--- config.mk ---
export PLATFORM = sky130hd
export DESIGN_NAME = tff_multimode_counter_flat
export DESIGN_NICKNAME = d
export VERILOG_FILES = /design/src/rtl/tff_multimode_counter_if.sv /design/src/rtl/tff_multimode_counter.sv /design/src/flat_wrapper.sv
export SDC_FILE = /design/constraint.sdc
export NUM_CORES = 1
export LEC_CHECK = 0
export ABC_AREA = 1
export CORE_ASPECT_RATIO = 0.7
export CORE_MARGIN = 5
export CORE_UTILIZATION = 48
export DETAILED_ROUTE_END_ITERATION = 8
export PLACE_DENSITY = 0.85
export RECOVER_POWER = 50
export SLEW_MARGIN = 20
export SYNTH_ARGS = -nofsm -noshare
export SYNTH_HDL_FRONTEND = slang
export SYNTH_SLANG_ARGS = --single-unit
export TNS_END_PERCENT = 100
--- constraint.sdc ---
create_clock -name clk -period 2.6 [get_ports clk]
set_input_delay 0.52 -clock clk [delete_from_list [all_inputs] [get_ports clk]]
set_output_delay 0.52 -clock clk [all_outputs]
set_load 0.02 [all_outputs]
--- src/rtl/tff_multimode_counter_if.sv ---
// Control/status bundle for the multimode T-flip-flop counter: switches in, LED state out.
interface tff_multimode_counter_if #(
  parameter int WIDTH = 8
);
  logic             en;
  logic [1:0]       mode;
  logic             load;
  logic [WIDTH-1:0] load_val;
  logic [WIDTH-1:0] t_mask;
  logic [WIDTH-1:0] q;
  logic [WIDTH-1:0] q_bar;
  logic             tc;

  modport master (output en, mode, load, load_val, t_mask, input q, q_bar, tc);
  modport slave  (input en, mode, load, load_val, t_mask, output q, q_bar, tc);
endinterface

--- src/rtl/tff_multimode_counter.sv ---
// Bank of T flip-flops driven by a shared next-state controller: hold, modulo up/down,
// raw toggle mask, parallel load and a registered terminal-count pulse.
module tff_multimode_counter #(
  parameter int WIDTH    = 8,
  parameter int MODULUS  = 256,
  parameter bit SATURATE = 1'b0
) (
  input logic                    clk,
  input logic                    rst,
  tff_multimode_counter_if.slave bus
);

  typedef enum logic [1:0] {
    MODE_HOLD   = 2'b00,
    MODE_UP     = 2'b01,
    MODE_DOWN   = 2'b10,
    MODE_TOGGLE = 2'b11
  } mode_e;

  // One extra bit so MODULUS = 2**WIDTH still has a representable limit compare.
  localparam logic [WIDTH:0]   LIMIT_W = (WIDTH + 1)'(MODULUS - 1);
  localparam logic [WIDTH-1:0] LIMIT   = LIMIT_W[WIDTH-1:0];
  localparam logic [WIDTH-1:0] ZERO    = {WIDTH{1'b0}};
  localparam logic [WIDTH-1:0] ONE     = WIDTH'(1'b1);

  logic [WIDTH-1:0] q_r;
  logic             tc_r;
  logic [WIDTH-1:0] q_next_s;
  logic [WIDTH-1:0] t_s;
  logic             tc_next_s;
  logic             at_top_s;
  logic             above_top_s;
  logic             load_over_s;

  // Next-state controller: load beats enable, modulus limits applied in up/down modes.
  always_comb begin
    q_next_s    = q_r;
    tc_next_s   = 1'b0;
    at_top_s    = ({1'b0, q_r} >= LIMIT_W);
    above_top_s = ({1'b0, q_r} > LIMIT_W);
    load_over_s = ({1'b0, bus.load_val} > LIMIT_W);
    if (bus.load) begin
      if (load_over_s) begin
        q_next_s = LIMIT;
      end else begin
        q_next_s = bus.load_val;
      end
    end else if (bus.en) begin
      case (mode_e'(bus.mode))
        MODE_HOLD: begin
          q_next_s = q_r;
        end
        MODE_UP: begin
          if (at_top_s) begin
            q_next_s  = SATURATE ? LIMIT : ZERO;
            tc_next_s = (q_r == LIMIT);
          end else begin
            q_next_s = q_r + ONE;
          end
        end
        MODE_DOWN: begin
          if (q_r == ZERO) begin
            q_next_s  = SATURATE ? ZERO : LIMIT;
            tc_next_s = 1'b1;
          end else if (above_top_s) begin
            q_next_s = LIMIT;
          end else begin
            q_next_s = q_r - ONE;
          end
        end
        MODE_TOGGLE: begin
          q_next_s = q_r ^ bus.t_mask;
        end
        default: begin
          q_next_s = q_r;
        end
      endcase
    end else begin
      q_next_s = q_r;
    end
  end

  // The cells only see toggle enables; the controller's target is folded into t.
  assign t_s = q_r ^ q_next_s;

  // T-cell bank and terminal-count register.
  always_ff @(posedge clk) begin
    if (rst) begin
      q_r  <= ZERO;
      tc_r <= 1'b0;
    end else begin
      q_r  <= q_r ^ t_s;
      tc_r <= tc_next_s;
    end
  end

  assign bus.q     = q_r;
  assign bus.q_bar = ~q_r;
  assign bus.tc    = tc_r;

endmodule

--- src/flat_wrapper.sv ---
// flat-port wrapper written by rule: the top's interface ports become plain ports
module tff_multimode_counter_flat 
#(
  parameter int WIDTH    = 8,
  parameter int MODULUS  = 256,
  parameter bit SATURATE = 1'b0
)
  (clk, rst, bus_en, bus_mode, bus_load, bus_load_val, bus_t_mask, bus_q, bus_q_bar, bus_tc);
  tff_multimode_counter_if #(.WIDTH(WIDTH)) bus_i ();
  input logic clk;
  input logic rst;
  input wire logic [$bits(bus_i.en)-1:0] bus_en;
  input wire logic [$bits(bus_i.mode)-1:0] bus_mode;
  input wire logic [$bits(bus_i.load)-1:0] bus_load;
  input wire logic [$bits(bus_i.load_val)-1:0] bus_load_val;
  input wire logic [$bits(bus_i.t_mask)-1:0] bus_t_mask;
  output wire logic [$bits(bus_i.q)-1:0] bus_q;
  output wire logic [$bits(bus_i.q_bar)-1:0] bus_q_bar;
  output wire logic [$bits(bus_i.tc)-1:0] bus_tc;
  assign bus_i.en = bus_en;
  assign bus_i.mode = bus_mode;
  assign bus_i.load = bus_load;
  assign bus_i.load_val = bus_load_val;
  assign bus_i.t_mask = bus_t_mask;
  assign bus_q = bus_i.q;
  assign bus_q_bar = bus_i.q_bar;
  assign bus_tc = bus_i.tc;
  tff_multimode_counter #(.WIDTH(WIDTH), .MODULUS(MODULUS), .SATURATE(SATURATE)) u_core (.clk(clk), .rst(rst), .bus(bus_i));
endmodule
==> impl_metrics.env, run 1 <==
export IMPL_status="completed"
export IMPL_finalNonFillerCells=253
export IMPL_final_layout_size_suffix_gt1_share_pct=9.50
export IMPL_worst_slew_pin_slew_ps=496
export IMPL_worst_skew_ps=1.66
export IMPL_report_final_slew_viol_count=0
export IMPL_layout_nets=251
export IMPL_utilization_pct=69.2
export IMPL_drtPass1Iterations=4
export IMPL_grt_pass1_vias=1196
export IMPL_tritoncts="yes"
export IMPL_std_cell_rows=14
export IMPL_cts_sinks=9
export IMPL_seqCellArea_um2=180
export IMPL_family_with_the_most_delay_on_the_worst_path="buffers and inverters"
export IMPL_syn_inst=183
export IMPL_area_growth_pct=37.2
export IMPL_placeableCoreArea_um2=2170
export IMPL_postCtsSetupRepairBufs=0
export IMPL_initial_core_util_pct=50.5
export IMPL_crit_buf_inv=2
export IMPL_synth_nets=212
export IMPL_grt_use_total_pct=20.5
export IMPL_crit_path_top_delay_cell="sky130_fd_sc_hd__dfxtp_1"
export IMPL_highest_net_fanout_along_the_worst_path=12
export IMPL_cts_repair_resize_count=0
export IMPL_antenna_cells=0
export IMPL_rsz0062_at_grt="no"
export IMPL_critPathMaxStageDelay_ps=620
export IMPL_dpl_cell_count=249
export IMPL_clock_fmax_ghz=0.450
export IMPL_yosysSeqAreaShare_pct=16.4
export IMPL_clk_path_buf_depth=2
export IMPL_post_synth_top_area_cell="sky130_fd_sc_hd__dfxtp_1"
export IMPL_syn_mean_instance_area_um2=5.99
export IMPL_synth_area_um2=1100
export IMPL_ir_drop_v=0.000306
export IMPL_die_y_um=50.0
export IMPL_critPathCaptureType="output pin"
export IMPL_total_leakage_power_nw=0.648
export IMPL_synthArstFlopShare_pct=0
export IMPL_grt_antenna_before_repair=0
export IMPL_max_slew_margin_pct=66.9
export IMPL_tns_ps=0
export IMPL_netlist_cell_type_count=26
export IMPL_ys_dominant_reg_cell="sky130_fd_sc_hd__dfxtp_1"
export IMPL_cts_made_buffers=3
export IMPL_final_cell_area_um2=1500
export IMPL_timing_critical_path_arrival_ps=1700
export IMPL_grt_start_max_net_pins=15
export IMPL_gpl_final_weighted_congestion=0.903
export IMPL_path_class_of_the_lowest_slack_min_delay_path="reg2reg"
export IMPL_setup_worst_path_start_class="flop"
export IMPL_viasPerCell=5.27
export IMPL_filler_cell_count=214
export IMPL_die_outline_area_um2=3350
export IMPL_max_cap_violations=0
export IMPL_place_area_um2=1490
export IMPL_finalCriticalPeriod_ps=2220
export IMPL_powerDensity_nw_per_um2=364
export IMPL_drt_antenna_violating_nets=0
export IMPL_detail_route_wirelength_um=3360
export IMPL_crit_type="reg2out"
export IMPL_cts_root_buffer_cell="sky130_fd_sc_hd__clkbuf_4"
export IMPL_postLayoutSetupSlackWorst_ps=378
export IMPL_clock_tree_htree_level_count=1
export IMPL_synth_edf_count=0
export IMPL_timing_final_hold_violations=0
export IMPL_overflow=0
export IMPL_holdBufCountCts=0
export IMPL_crit_chain="inv_1, clkdlybuf4s50_1"
export IMPL_grt_first_pass_wirelength_um=5370
export IMPL_count_of_input_and_output_buffers=38
export IMPL_pin_count=39
export IMPL_post_synthesis_register_bit_count=9
export IMPL_top_cells_by_area_synth="sky130_fd_sc_hd__dfxtp_1 16%, sky130_fd_sc_hd__nand2_1 13%, sky130_fd_sc_hd__a21oi_1 9.1%, sky130_fd_sc_hd__nand3_1 8.7%, sky130_fd_sc_hd__ha_1 8.0%"
export IMPL_cts_reportedPaths_clkPinSlew_ps=60
export IMPL_cp_required_ps=2080
export IMPL_pre_cts_slack_ps=517
export IMPL_route_detailed_wl_per_inst_um=13.3
export IMPL_synth_largest_type_area_fraction_pct=16.4
export IMPL_dp_final_hpwl_um=2700
export IMPL_detail_route_drc_violations=0
export IMPL_total_area_of_multi_input_combinational_cells_um2=776
export IMPL_initialDrtViolationCount=134
export IMPL_yosys_warnings=0
export IMPL_clk_latency_ps=270
export IMPL_finalSetupViolCount=0
export IMPL_die_width_um=67.1
export IMPL_fin_crit_sh_pct=85.5
export IMPL_routed_via_count=1334
## logic make-up (layout without fill, tap and decap cells)
family / Yosys count / count (layout) / share of synthesized area (%)
AND/OR/NAND/NOR: 93 / 93 / 40.3
XOR/XNOR: 4 / 4 / 3.20
AO/OA/AOI/OAI: 42 / 42 / 20.1
adder cells (fa/ha/maj): 7 / 7 / 7.99
flip-flops: 9 / 9 / 16.4
buffers and inverters: 28 / 66 / 12.0
## where the power goes
part | internal, mW | switching [mW]
Sequential | 0.148 | 0.0288
Clock | 0.0595 | 0.0550
Combinational | 0.116 | 0.140
## path summary, 6_finish.rpt
kind                                       from               to  slack, ps  cells past startpoint
worst max register to register  u_core.bus.q[1]  u_core.bus.q[3]        600                     10
worst min register to register  u_core.bus.q[0]  u_core.bus.q[0]        650                      2
worst max-delay path            u_core.bus.q[3]     bus_q_bar[3]        380                      2
worst min-delay path            u_core.bus.q[0]  u_core.bus.q[0]        650                      2
## registers in the layout, indices dropped and copies added (netlist names)
name	count
u_core.bus.q	8
u_core.bus.tc	1
## cells in the final DEF, fill, tap and decap left out
| cell type | instances |
|---|---|
| sky130_fd_sc_hd__xnor2_1 | 3 |
| sky130_fd_sc_hd__inv_2 | 5 |
| sky130_fd_sc_hd__nor3_2 | 1 |
| sky130_fd_sc_hd__nand2_1 | 39 |
| sky130_fd_sc_hd__nor2_1 | 17 |
| sky130_fd_sc_hd__nor3_1 | 1 |
| sky130_fd_sc_hd__a21oi_1 | 21 |
| sky130_fd_sc_hd__nand2_4 | 1 |
| sky130_fd_sc_hd__nor2_4 | 2 |
| sky130_fd_sc_hd__nor2_2 | 3 |
| sky130_fd_sc_hd__xor2_1 | 1 |
| sky130_fd_sc_hd__clkbuf_1 | 1 |
| sky130_fd_sc_hd__or2_2 | 1 |
| sky130_fd_sc_hd__ha_1 | 7 |
| sky130_fd_sc_hd__nand3_1 | 19 |
| sky130_fd_sc_hd__o21ai_1 | 4 |
| sky130_fd_sc_hd__buf_4 | 3 |
| sky130_fd_sc_hd__nand2_2 | 1 |
| sky130_fd_sc_hd__clkdlybuf4s50_1 | 32 |
| sky130_fd_sc_hd__clkbuf_4 | 3 |
| sky130_fd_sc_hd__o211ai_1 | 1 |
| sky130_fd_sc_hd__nand3b_1 | 1 |
| sky130_fd_sc_hd__dlygate4sd3_1 | 6 |
| sky130_fd_sc_hd__o21ai_0 | 15 |
| sky130_fd_sc_hd__inv_1 | 16 |
| sky130_fd_sc_hd__dfxtp_1 | 9 |
| sky130_fd_sc_hd__nand4_1 | 7 |
| sky130_fd_sc_hd__a21oi_2 | 1 |
## Yosys cell counts (all sizes together), types with 2 or more instances
cell / number
nand2: 41
a21oi: 22
nor2: 22
inv: 21
nand3: 19
o21ai: 19
dfxtp: 9
ha: 7
nand4: 7
buf: 6
xnor2: 3
nor3: 2
## layer usage
metal	vias up	track usage (%)	routed length [um]
met3	4	2.05	335
met5	-	0	0
met1	567	27.8	1460
met2	77	33.0	1510
li1	686	-	-
met4	0	7.41	42
## cell type report
type / instances / area share [%]
Multi-Input combinational cell: 146 / 51.6
Timing Repair Buffer: 41 / 26.8
Sequential cell: 9 / 12.0
Inverter: 21 / 5.24
Tap cell: 32 / 2.66
Clock buffer: 4 / 1.75
## stage by stage
stage	power [mW]	hold WS, ps
after floorplan	0.332	671
after global placement	0.431	630
after detailed placement	0.435	641
after CTS	0.549	648
after global routing	0.577	730
final	0.547	648
## worst register-to-register path: stages, from the launching register on
cell and delay, ps:
sky130_fd_sc_hd__dfxtp_1 610, sky130_fd_sc_hd__ha_1 280, sky130_fd_sc_hd__nand2_1 90, sky130_fd_sc_hd__nor2_1 270, sky130_fd_sc_hd__nand2_1 100, sky130_fd_sc_hd__nand2_1 120
sky130_fd_sc_hd__inv_1 90, sky130_fd_sc_hd__nand3_1 80, sky130_fd_sc_hd__nand3b_1 120, sky130_fd_sc_hd__nand2_1 90, sky130_fd_sc_hd__a21oi_1 60
Power figures use the tool's default switching activity.
==> inputs of run 2 (changes only) <==
- CORE_MARGIN: 5 -> 2
==> run 2 against run 1 <==
Clock power hardly changed. Combinational power is 5% higher. Global-route usage is 9.0 points higher. Clock skew hardly changed. Fmax is 7.6% higher. Non-clock buffer count is 2 higher. Register-to-register slack better by 30 ps. Clock-buffer cell count stayed put. First-iteration DRC count is 38% higher. Critical endpoint is now bus_q_bar[1]. Largest power group unchanged.
==> impl_metrics.env, run 2 (synthesis gave the netlist of run 1 again) <==
export IMPL_status="completed"
export IMPL_grt_pass1_vias=1305
export IMPL_critPathCaptureType="output pin"
export IMPL_area_growth_pct=38.6
export IMPL_routed_via_count=1402
export IMPL_grt_use_total_pct=29.5
export IMPL_total_leakage_power_nw=0.657
export IMPL_tns_ps=0
export IMPL_tritoncts="yes"
export IMPL_count_of_input_and_output_buffers=38
export IMPL_std_cell_rows=14
export IMPL_clock_tree_htree_level_count=1
export IMPL_pin_count=39
export IMPL_drtPass1Iterations=4
export IMPL_max_slew_margin_pct=71.7
export IMPL_finalCriticalPeriod_ps=2070
export IMPL_grt_first_pass_wirelength_um=5950
export IMPL_grt_antenna_before_repair=0
export IMPL_drt_antenna_violating_nets=0
export IMPL_overflow=0
export IMPL_layout_nets=253
export IMPL_antenna_cells=0
export IMPL_clk_path_buf_depth=2
export IMPL_clock_fmax_ghz=0.484
export IMPL_path_class_of_the_lowest_slack_min_delay_path="reg2reg"
export IMPL_cts_made_buffers=3
export IMPL_crit_buf_inv=2
export IMPL_grt_most_used_layer="met2"
export IMPL_crit_chain="inv_1, clkdlybuf4s50_1"
export IMPL_fin_crit_sh_pct=79.5
export IMPL_critPathMaxStageDelay_ps=560
export IMPL_worst_slew_pin_slew_ps=425
export IMPL_die_y_um=44.0
export IMPL_setup_worst_path_start_class="flop"
export IMPL_die_width_um=61.1
export IMPL_cts_root_buffer_cell="sky130_fd_sc_hd__clkbuf_4"
export IMPL_grt_use_met2_pct=48.9
export IMPL_timing_final_hold_violations=0
export IMPL_crit_type="reg2out"
export IMPL_filler_cell_count=201
export IMPL_family_with_the_most_delay_on_the_worst_path="buffers and inverters"
export IMPL_number_of_flip_flops_under_the_largest_register_name=8
export IMPL_most_common_layout_cells="39 x sky130_fd_sc_hd__nand2_1, 31 x sky130_fd_sc_hd__clkdlybuf4s50_1, 21 x sky130_fd_sc_hd__a21oi_1"
export IMPL_layout_cells_most_common="sky130_fd_sc_hd__nand2_1"
export IMPL_dp_final_hpwl_um=2890
export IMPL_timing_critical_path_arrival_ps=1550
export IMPL_route_detailed_wl_per_inst_um=14.1
export IMPL_final_layout_size_suffix_gt1_share_pct=10.3
export IMPL_crit_path_top_delay_cell="sky130_fd_sc_hd__dfxtp_1"
export IMPL_die_outline_area_um2=2690
export IMPL_detail_route_drc_violations=0
export IMPL_clk_latency_ps=270
export IMPL_postCtsSetupRepairBufs=0
export IMPL_cts_reportedPaths_clkPinSlew_ps=70
export IMPL_powerDensity_nw_per_um2=366
export IMPL_viasPerCell=5.50
export IMPL_highest_net_fanout_along_the_worst_path=8
export IMPL_gpl_final_weighted_congestion=0.914
export IMPL_holdBufCountCts=0
export IMPL_worst_skew_ps=1.70
export IMPL_fin_worst_hold_slack_ps=623
export IMPL_cts_repair_resize_count=0
export IMPL_cp_required_ps=2080
export IMPL_initialDrtViolationCount=185
export IMPL_report_final_slew_viol_count=0
export IMPL_detail_route_wirelength_um=3590
export IMPL_cts_sinks=9
export IMPL_max_cap_violations=0
export IMPL_groute_layer_met3_usage_pct=3.28
export IMPL_worst_r2r_setup_slack_ps=630
export IMPL_initial_core_util_pct=50.9
export IMPL_finalSetupViolCount=0
export IMPL_rsz0062_at_grt="no"
export IMPL_grt_start_max_net_pins=11
export IMPL_placeableCoreArea_um2=2150
export IMPL_groute_layer_met1_usage_pct=39.9
export IMPL_ir_drop_v=0.000302
[run 2: cell count changes in the layout (fill, tap and decap cells not counted), sizes merged]
cell           previous run  this run
clkdlybuf4s50            32        31
dlygate4sd3               6         7
buf                       3         5
[run 2: area by class of cell]
cell class	count	area, um2	area share, %
Clock buffer	4	26.3	1.73
Inverter	21	78.8	5.19
Multi-Input combinational cell	146	776	51.1
Sequential cell	9	180	11.9
Tap cell	32	40.0	2.64
Timing Repair Buffer	43	418	27.5
[run 2: worst register-to-register path, cell delays in order, from the launching register on]
cell	delay (ps)
sky130_fd_sc_hd__dfxtp_1	560
sky130_fd_sc_hd__ha_1	260
sky130_fd_sc_hd__nand2_1	80
sky130_fd_sc_hd__nor2_1	300
sky130_fd_sc_hd__nand2_1	100
sky130_fd_sc_hd__nand2_1	130
sky130_fd_sc_hd__inv_1	90
sky130_fd_sc_hd__nand3_1	70
sky130_fd_sc_hd__nand3b_1	120
sky130_fd_sc_hd__nand2_1	90
sky130_fd_sc_hd__a21oi_1	60
[run 2: report_power, final]
group | internal, mW | total (mW) | leakage [nW] | switching, mW
logic | 0.118 | 0.269 | 0.568 | 0.151
clock network | 0.0594 | 0.114 | 0.0150 | 0.0550
registers | 0.148 | 0.172 | 0.0746 | 0.0244
[run 2: per-layer routing]
metal | part of all wire [%] | vias up | wire length (um)
li1 | - | 688 | -
met1 | 42 | 613 | 1520
met2 | 46 | 88 | 1640
met3 | 9.7 | 13 | 347
met4 | 2.5 | 0 | 89
met5 | 0 | - | 0
[run 2: per-stage QoR]
step	cells	total power, mW	cell area (um2)	utilization (%)	worst slack (ps)
5_1_grt	255	0.588	1520	70.5	412
6_report	255	0.556	1520	70.5	534
2_1_floorplan	183	0.332	1100	-	892
3_3_place_gp	251	0.437	1500	69.7	579
4_1_cts	255	0.557	1530	70.9	537
3_5_place_dp	251	0.443	1500	69.7	528
[run 2: path summary, 6_finish.rpt]
| path | from | to | cells past startpoint |
|---|---|---|---|
| hold / removal | u_core.bus.q[3] | u_core.bus.q[3] | 2 |
| hold reg to reg | u_core.bus.q[3] | u_core.bus.q[3] | 2 |
| setup / recovery | u_core.bus.q[1] | bus_q_bar[1] | 2 |
| setup reg to reg | u_core.bus.q[1] | u_core.bus.q[3] | 10 |
==> inputs of run 3 (changes only) <==
- CORE_UTILIZATION: 48 -> 40
- PLACE_DENSITY: 0.85 -> 0.75
- clock period: 2.6 -> 1.7 ns (I/O delays scaled with it)
==> run 3 against run 2 <==
First-iteration DRC count is 52% lower. Setup slack worse by 490 ps. Critical path depth stayed put. Cell area is 6.5% higher. Global-route usage is 6.2 points lower. Critical endpoint is now bus_q_bar[5].
==> impl_metrics.env, run 3 (synthesis gave the netlist of run 1 again) <==
export IMPL_status="completed"
export IMPL_drt_antenna_violating_nets=0
export IMPL_finalSetupViolCount=0
export IMPL_grt_use_total_pct=23.3
export IMPL_die_y_um=47.8
export IMPL_initialDrtViolationCount=89
export IMPL_total_area_of_multi_input_combinational_cells_um2=785
export IMPL_count_of_input_and_output_buffers=38
export IMPL_regToRegStartpoint="u_core.bus.q[1]"
export IMPL_powerDensity_nw_per_um2=580
export IMPL_finalCriticalPeriod_ps=1650
export IMPL_grt_start_max_net_pins=11
export IMPL_die_width_um=66.6
export IMPL_fin_crit_sh_pct=97.2
export IMPL_most_common_layout_cells="39 x sky130_fd_sc_hd__nand2_1, 32 x sky130_fd_sc_hd__clkdlybuf4s50_1, 20 x sky130_fd_sc_hd__a21oi_1"
export IMPL_report_final_slew_viol_count=0
export IMPL_timing_critical_path_arrival_ps=1310
export IMPL_die_outline_area_um2=3180
export IMPL_max_cap_violations=0
export IMPL_seqPwrFrac_pct=28.0
export IMPL_setup_worst_path_start_class="flop"
export IMPL_worst_slew_pin_slew_ps=242
export IMPL_pre_cts_slack_ps=-170
export IMPL_worst_skew_ps=1.93
export IMPL_filler_cell_count=253
export IMPL_grt_first_pass_wirelength_um=5530
export IMPL_number_of_flip_flops_under_the_largest_register_name=8
export IMPL_overflow=0
export IMPL_clk_latency_ps=230
export IMPL_pin_count=39
export IMPL_routed_via_count=1396
export IMPL_crit_type="reg2out"
export IMPL_cp_required_ps=1360
export IMPL_cts_made_buffers=3
export IMPL_layout_cells_most_common="sky130_fd_sc_hd__nand2_1"
export IMPL_postLayoutSetupSlackWorst_ps=47.2
export IMPL_dp_final_hpwl_um=2860
export IMPL_critPathCaptureType="output pin"
export IMPL_viasPerCell=5.23
export IMPL_drtPass1Iterations=4
export IMPL_highest_net_fanout_along_the_worst_path=7
export IMPL_antenna_cells=0
export IMPL_cts_root_buffer_cell="sky130_fd_sc_hd__clkbuf_8"
export IMPL_power_switching_share_pct=37.6
export IMPL_std_cell_rows=15
export IMPL_crit_chain="inv_1, clkdlybuf4s50_1"
export IMPL_grt_pass1_vias=1252
export IMPL_switchingPower_mw=0.352
export IMPL_hold_path_startpoint="u_core.bus.q[5]"
export IMPL_critPathMaxStageDelay_ps=620
export IMPL_rsz0062_at_grt="no"
export IMPL_finalNonFillerCells=267
export IMPL_cts_sinks=9
export IMPL_max_slew_margin_pct=83.7
export IMPL_total_leakage_power_nw=0.711
export IMPL_timing_final_hold_violations=0
export IMPL_dpl_cell_count=263
export IMPL_gpl_final_weighted_congestion=0.863
export IMPL_clock_tree_htree_level_count=1
export IMPL_detail_route_wirelength_um=3470
export IMPL_route_detailed_wl_per_inst_um=13.0
export IMPL_power_report_internal_total_mw=0.585
export IMPL_fin_worst_hold_slack_ps=610
export IMPL_power_share_clock_pct=26.6
export IMPL_seqCellArea_um2=190
export IMPL_initial_core_util_pct=43.3
export IMPL_final_layout_size_suffix_gt1_share_pct=18.0
export IMPL_clock_fmax_ghz=0.605
export IMPL_path_class_of_the_lowest_slack_min_delay_path="reg2reg"
export IMPL_detail_route_drc_violations=0
export IMPL_crit_path_top_delay_cell="sky130_fd_sc_hd__clkdlybuf4s50_1"
export IMPL_layout_nets=263
export IMPL_clk_path_buf_depth=2
export IMPL_placeableCoreArea_um2=2530
export IMPL_worst_setup_path_startpoint="u_core.bus.q[5]"
export IMPL_pwr_share_comb_pct=45.4
export IMPL_area_growth_pct=47.6
export IMPL_ir_drop_v=0.000453
export IMPL_cts_reportedPaths_clkPinSlew_ps=40
export IMPL_grt_antenna_before_repair=0
export IMPL_tritoncts="yes"
==> run 3: changes by cell type in the layout (fill, tap and decap cells not counted), sizes merged <==
cell | before | now
clkdlybuf4s50 | 31 | 32
buf | 5 | 15
dlygate4sd3 | 7 | 1
clkbuf | 4 | 6
dlygate4sd2 | 0 | 3
==> run 3: path summary, 6_finish.rpt <==
kind	slack, ps	end	cells after the start
setup / recovery	50	bus_q_bar[5]	2
hold / removal	610	u_core.bus.q[5]	2
setup reg to reg	180	u_core.bus.q[0]	10
hold reg to reg	610	u_core.bus.q[5]	2
==> run 3: repair_timing <==
| action | CTS | global route |
|---|---|---|
| setup endpoints to repair | 8 | 8 |
| gates resized for setup | 6 | 6 |
| hold buffers | 0 | 0 |
| cloned | 0 | 0 |
| setup buffers | 0 | 0 |
==> run 3: power by group through the flow <==
stage / registers (mW) / clock network, mW / logic, mW
4_1_cts: 0.261 / 0.254 / 0.428
3_5_place_dp: 0.264 / 0 / 0.429
5_1_grt: 0.265 / 0.268 / 0.465
6_report: 0.263 / 0.250 / 0.425
2_1_floorplan: 0.269 / 0 / 0.240
3_3_place_gp: 0.264 / 0 / 0.420
==> run 3: through the flow <==
stage	setup TNS [ps]	power, mW	util, %	cell area (um2)
after floorplan	0	0.509	-	1100
after global placement	-593	0.683	62.4	1580
after detailed placement	-885	0.693	62.4	1580
after CTS	0	0.943	64.1	1630
after global routing	0	0.998	63.9	1620
final	0	0.938	63.9	1620
==> run 3: worst max-delay path: cells and delay by family (launching register included) <==
kind | cells | cell delay [ps]
DFF | 1 | 350
buffers and inverters | 2 | 730
==> run 3: routing by layer <==
layer / vias up / global-route usage (%) / wire [um] / share of wire (%)
li1: 707 / - / - / -
met1: 627 / 30.8 / 1630 / 47
met2: 56 / 41.8 / 1590 / 46
met3: 6 / 2.12 / 218 / 6.3
met4: 0 / 6.94 / 26 / 0.75
met5: - / 0 / 0 / 0
==> run 3: final cells by class <==
class                   instances  share of cell area [%]
clock buffers                   4                    2.78
flip-flops and latches          9                    11.8
repair buffers                 53                    29.5
well taps                      34                    2.63
multi-input cells             146                    48.5
inverters                      21                    4.87
